$ cat src/rtl/clock_pkg.sv
// Shared definitions for the clock counter stages: mode type and stage moduli.
package clock_pkg;

    typedef enum logic {
        RUN = 1'b0,
        SET = 1'b1
    } cnt_mode_t;

    localparam int SEC_MODULUS  = 60;
    localparam int MIN_MODULUS  = 60;
    localparam int HOUR_MODULUS = 24;

endpackage : clock_pkg

$ cat src/rtl/mod_step.sv
// Combinational modulo step: next value one place up or down, with wrap flag.
// Arithmetic is carried out one bit wider than the value, so it works for any modulus.
module mod_step #(
    parameter int MODULUS = 60,
    parameter int WIDTH   = $clog2(MODULUS)
) (
    input  logic [WIDTH-1:0] value,
    input  logic             up_dn,
    output logic [WIDTH-1:0] next,
    output logic             wrap
);

    localparam logic [WIDTH:0]   MOD_W = (WIDTH+1)'(MODULUS);
    localparam logic [WIDTH-1:0] TOP_W = WIDTH'(MODULUS - 1);

    logic [WIDTH:0] inc_w;
    logic [WIDTH:0] dec_w;

    // Up wraps when the increment reaches MODULUS; down wraps on borrow out of zero.
    always_comb begin
        // NOTE: every output gets a default first so no path can infer a latch.
        next  = '0;
        wrap  = 1'b0;
        inc_w = {1'b0, value} + (WIDTH+1)'(1);
        dec_w = {1'b0, value} - (WIDTH+1)'(1);
        if (up_dn) begin
            if (inc_w >= MOD_W) begin
                next = '0;
                wrap = 1'b1;
            end else begin
                next = inc_w[WIDTH-1:0];
            end
        end else begin
            if (dec_w[WIDTH]) begin
                next = TOP_W;
                wrap = 1'b1;
            end else begin
                next = dec_w[WIDTH-1:0];
            end
        end
    end

endmodule : mod_step

$ cat src/rtl/mod_time_counter.sv
// One cascadable stage of a clock counter (seconds, minutes or hours).
// RUN: steps on cnt_en and emits a registered carry on wrap.
// SET: steps on adj_step rising edges, never carries.
module mod_time_counter
    import clock_pkg::*;
#(
    parameter int MODULUS     = 60,
    parameter int WIDTH       = $clog2(MODULUS),
    parameter int RESET_VALUE = 0
) (
    input  logic             clk,
    input  logic             reset_all,
    input  logic             cnt_en,
    input  logic             up_dn,
    input  logic             set_mode,
    input  logic             adj_step,
    input  logic             load,
    input  logic [WIDTH-1:0] load_val,
    output logic [WIDTH-1:0] value,
    output logic             carry_out,
    output logic             at_term,
    output logic             load_err
);

    localparam logic [WIDTH:0]   MOD_W   = (WIDTH+1)'(MODULUS);
    localparam logic [WIDTH-1:0] TOP_W   = WIDTH'(MODULUS - 1);
    localparam logic [WIDTH-1:0] RESET_W = WIDTH'(RESET_VALUE);

    // Reject illegal parameterisations at elaboration.
    if (MODULUS < 2 || MODULUS > 1024 || RESET_VALUE < 0 || RESET_VALUE >= MODULUS) begin : g_param_check
        $error("mod_time_counter: need 2 <= MODULUS <= 1024 and 0 <= RESET_VALUE < MODULUS");
    end

    cnt_mode_t        mode_q, mode_d;
    logic             adj_q, adj_d;
    logic [WIDTH-1:0] value_q, value_d;
    logic             carry_q, carry_d;
    logic             load_err_q, load_err_d;

    logic             run_step;
    logic             set_step;
    logic             load_ok;
    logic [WIDTH-1:0] step_next;
    logic             step_wrap;

    mod_step #(
        .MODULUS (MODULUS),
        .WIDTH   (WIDTH)
    ) u_step (
        .value (value_q),
        .up_dn (up_dn),
        .next  (step_next),
        .wrap  (step_wrap)
    );

    // Mode state register; reset returns the stage to RUN.
    always_ff @(posedge clk) begin
        // NOTE: sequential state uses non-blocking assignments only, so every
        // flop samples pre-edge values regardless of block ordering.
        if (reset_all) begin
            mode_q <= RUN;
        end else begin
            mode_q <= mode_d;
        end
    end

    // Next mode simply follows the registered set_mode level.
    always_comb begin
        mode_d = set_mode ? SET : RUN;
    end

    // Mode-dependent step qualification: cnt_en in RUN, adj_step rising edge in SET.
    always_comb begin
        run_step = (mode_q == RUN) && cnt_en;
        set_step = (mode_q == SET) && adj_step && !adj_q;
    end

    // Datapath next state: load beats step; only RUN wraps produce a carry.
    always_comb begin
        load_ok    = ({1'b0, load_val} < MOD_W);
        value_d    = value_q;
        carry_d    = 1'b0;
        load_err_d = 1'b0;
        adj_d      = adj_step;
        if (load) begin
            if (load_ok) begin
                value_d = load_val;
            end else begin
                load_err_d = 1'b1;
            end
        end else if (run_step || set_step) begin
            value_d = step_next;
            carry_d = run_step && step_wrap;
        end
    end

    // Datapath registers with synchronous reset.
    always_ff @(posedge clk) begin
        if (reset_all) begin
            value_q    <= RESET_W;
            carry_q    <= 1'b0;
            load_err_q <= 1'b0;
            adj_q      <= 1'b0;
        end else begin
            value_q    <= value_d;
            carry_q    <= carry_d;
            load_err_q <= load_err_d;
            adj_q      <= adj_d;
        end
    end

    // Terminal-count flag tracks the live up_dn direction.
    always_comb begin
        at_term = up_dn ? (value_q == TOP_W) : (value_q == '0);
    end

    assign value     = value_q;
    assign carry_out = carry_q;
    assign load_err  = load_err_q;

endmodule : mod_time_counter

$ cat config.mk
export PLATFORM = sky130hd
export DESIGN_NAME = mod_time_counter
export DESIGN_NICKNAME = d
export VERILOG_FILES = /design/src/rtl/clock_pkg.sv /design/src/rtl/mod_step.sv /design/src/rtl/mod_time_counter.sv
export SDC_FILE = /design/constraint.sdc
export NUM_CORES = 1
export LEC_CHECK = 0
export ABC_AREA = 0
export CORE_ASPECT_RATIO = 1.2
export CORE_MARGIN = 10
export CORE_UTILIZATION = 43
export CTS_BUF_LIST = sky130_fd_sc_hd__clkbuf_16
export CTS_CLUSTER_SIZE = 28
export DETAILED_ROUTE_END_ITERATION = 10
export PLACE_DENSITY = 0.71
export SYNTH_ARGS = -nofsm -noshare
export SYNTH_HDL_FRONTEND = slang
export SYNTH_SLANG_ARGS = --single-unit
export TNS_END_PERCENT = 5
$ cat constraint.sdc
create_clock -name clk -period 1.8 [get_ports clk]
set_input_delay 0.36 -clock clk [delete_from_list [all_inputs] [get_ports clk]]
set_output_delay 0.36 -clock clk [all_outputs]
set_load 0.02 [all_outputs]
==> reports/metrics.cfg <==
[critical_path]
cp_num_buf_inv=1
crit_path_top_delay_cell=dfxtp_4
slowest_delay_ns=0.36
crit_type=register to register
worstPathMaxFanout=4
worst_setup_path_end_kind=register
path_delay_family=simple AND/OR/NAND/NOR gates
worst_ep_arrival_time_ns=1.97
cp_cell_sequence=ha_4 > buf_6 > nand2b_4 > or3_4 > a31oi_4 > nand2_2 > a2111oi_4
crit_path_start_kind=register
cp.required_ns=1.93

[logic_synthesis]
synth_area_per_cell_sq_um=7.95
synth_cells=109
yosysWarnings=0
synth_area_sq_um=867
ys_seq_elements=10
yosysSeqAreaShare_pct=23.1
yosysUniqueCellTypes=43
async_flop_share_pct=0
syn_nets=125
synth-edff-count=0
ys.flop_type=dfxtp_1

[pwr]
pwr-share-comb_pct=39.3
p_seq_share_pct=24.0
finalPower_mw=1.07
swShare_pct=31.2
powerDensity_nw_per_um2=750
power_switching_mw=0.333
intPower_mw=0.736
p_leak_nw=0.575
peakVddDrop_mv=0.597
clkPwrFrac_pct=36.7

[route]
vias=1070
drc_errors=0
drt_iter0_markers=48
ant_nets=0
wire_per_inst_um=18.6
firstDrtPassIters=4
viasPerCell=6.11
drt-total-wl_mm=3.26

[sta]
slew_viol_final=0
slew_headroom_pct=69.0
rsz0062_at_grt=true
worst_slack_ns=-0.0422
period_share_pct=102
finalHoldViolations=0
setup_violations=1
max_freq_ghz=0.543
fin_crit_ns=1.84
finClkSkew_ns=0.00367
tightest_slew_ns=0.463

[placed_design]
placed_cells_incl_taps=169
io_buffers=21
gp_congestion=0.926
dp_hpwl_mm=2.19

[die]
coreArea_sq_um=1870
dieArea_sq_um=4220
initial_core_util_pct=46.3
ios=22
num_rows=17
chipHeight_um=69.2
die_width_um=61.0

[cts]
clockRootBuffer=clkbuf_16
cts_inserted_buffers=3
cts_tree=done
clkSinkCount=10
clk_pin_slew_ns=0.04
cts_htree_levels=1
postCtsHoldBufs=0
clk-insertion-delay-late_ns=0.24
clock_path_buffers=2

[global_route]
grt_pass1_wl_mm=4.99
grt_use_met3_pct=3.84
grtUsageMet2_pct=24.5
grt-busiest-layer=met2
grt_pass1_vias=1080
track_usage_pct=14.8
globalRouteOverflowTotal=0
grt_antenna_before_repair=0
use_met1_pct=16.8
grt_max_degree=12

[layout]
drive_gt1_share_pct=35.3
finalNonFillerCells=175
insertedDiodeCount=0
syn_to_final_growth_pct=64.4
fillers=138
finalNetCount=173

[hold_path]
hold_path.class=register to register

[run]
drv_cap=0

[outcome]
violations=negative setup slack
outcome=finished with violations

[power groups by stage]
stage | Combinational, mW | Sequential (mW) | Clock, mW
global route | 0.448 | 0.258 | 0.414
global placement | 0.361 | 0.254 | 0
floorplan | 0.196 | 0.276 | 0
detailed placement | 0.367 | 0.255 | 0
finish | 0.420 | 0.256 | 0.393
CTS | 0.372 | 0.251 | 0.395
[repair_timing]
item	4_1_cts	5_1_grt
pin swaps	3	7
gates resized for setup	10	20
setup buffers	0	2
hold endpoints to repair	0	0
setup endpoints to repair	7	9
[per-stage QoR]
stage / setup slack, ns / hold WS [ns] / cell area (sq um) / util (%) / setup TNS, ns
3_5_place_dp: -0.210 / 0.630 / 1240 / 66.4 / -0.746
4_1_cts: -0.0584 / 0.639 / 1330 / 70.8 / -0.101
3_3_place_gp: -0.198 / 0.623 / 1240 / 66.4 / -0.529
5_1_grt: -0.0697 / 0.673 / 1430 / 76.1 / -0.205
6_report: -0.0422 / 0.647 / 1430 / 76.1 / -0.0422
2_1_floorplan: 0.00498 / 0.488 / 870 / - / 0
[sequential cells by signal (all words and copies together), names as in the netlist]
signal and flops:
value 6, load_err 1, adj_q 1, mode_q 1
carry_out 1
[cell usage in the layout (no fill, tap or decap), types with 3 or more instances in the layout]
master / netlist / routed
a21oi_1: 9 / 9
buf_6: 3 / 3
nand3_1: 6 / 6
nand3b_1: 3 / 3
clkbuf_16: 0 / 3
nor3_1: 3 / 3
o21ai_0: 9 / 8
buf_4: 0 / 29
dfxtp_1: 10 / 9
dlygate4sd2_1: 0 / 3
nor2_1: 8 / 8
xnor2_1: 3 / 3
nand2_1: 5 / 4
clkdlybuf4s50_1: 0 / 16
a311oi_1: 3 / 3
[worst reg2reg max path, cell delays in order, from the launching register on]
cell and delay (ns):
dfxtp_4 0.36, ha_4 0.16, buf_6 0.12, nand2b_4 0.13
or3_4 0.33, a31oi_4 0.19, nand2_2 0.09, a2111oi_4 0.36
[per-layer routing]
layer / vias to the layer above / wire (um)
li1: 497 / -
met1: 495 / 1230
met2: 62 / 1650
met3: 16 / 248
met4: 0 / 131
met5: - / 0
[cells in the mapped netlist, types with 3 or more instances]
library cell,number,share of area (%)
ha_1,3,4.3
and2_1,3,2.2
a21oi_1,9,5.2
xnor2_1,3,3.0
a311oi_1,3,3.0
buf_2,4,2.3
nor3_1,3,1.7
buf_6,3,3.9
nand2_1,5,2.2
a31oi_1,3,2.2
nand3_1,6,3.5
inv_1,3,1.3
nand3b_1,3,2.6
dfxtp_1,10,23
o21ai_0,9,5.2
nor2_1,8,3.5
[final cells by class]
cell class / instances / area (sq um) / share of cell area, %
multi-input combinational: 85 / 646 / 45.3
inverter: 4 / 17.5 / 1.23
sequential: 10 / 204 / 14.3
clock buffer: 3 / 75.1 / 5.27
timing repair buffer: 53 / 455 / 32.0
tap: 19 / 23.8 / 1.67
clock inverter: 1 / 3.75 / 0.263
[logic make-up (layout without fill, tap and decap cells)]
family / Yosys count / in the layout / share of synthesized area, %
DFF: 10 / 10 / 23.1
adders and majority gates: 3 / 3 / 4.33
and+or+nand+nor: 40 / 40 / 26.6
AOI/OAI and AO/OA: 37 / 37 / 29.4
buffers and inverters: 14 / 61 / 11.5
xor gates and xnor gates: 5 / 5 / 5.05
[worst paths after layout]
path | slack (ns) | to | from | cells past startpoint
max | -0.04 | carry_out$_SDFF_PP0_ | value[0]$_SDFFE_PP0P_ | 7
min | 0.65 | carry_out$_SDFF_PP0_ | mode_q$_SDFF_PP0_ | 3
min reg2reg | 0.65 | carry_out$_SDFF_PP0_ | mode_q$_SDFF_PP0_ | 3
max reg2reg | -0.04 | carry_out$_SDFF_PP0_ | value[0]$_SDFFE_PP0P_ | 7
No activity file was read; power rests on OpenSTA's default activity.
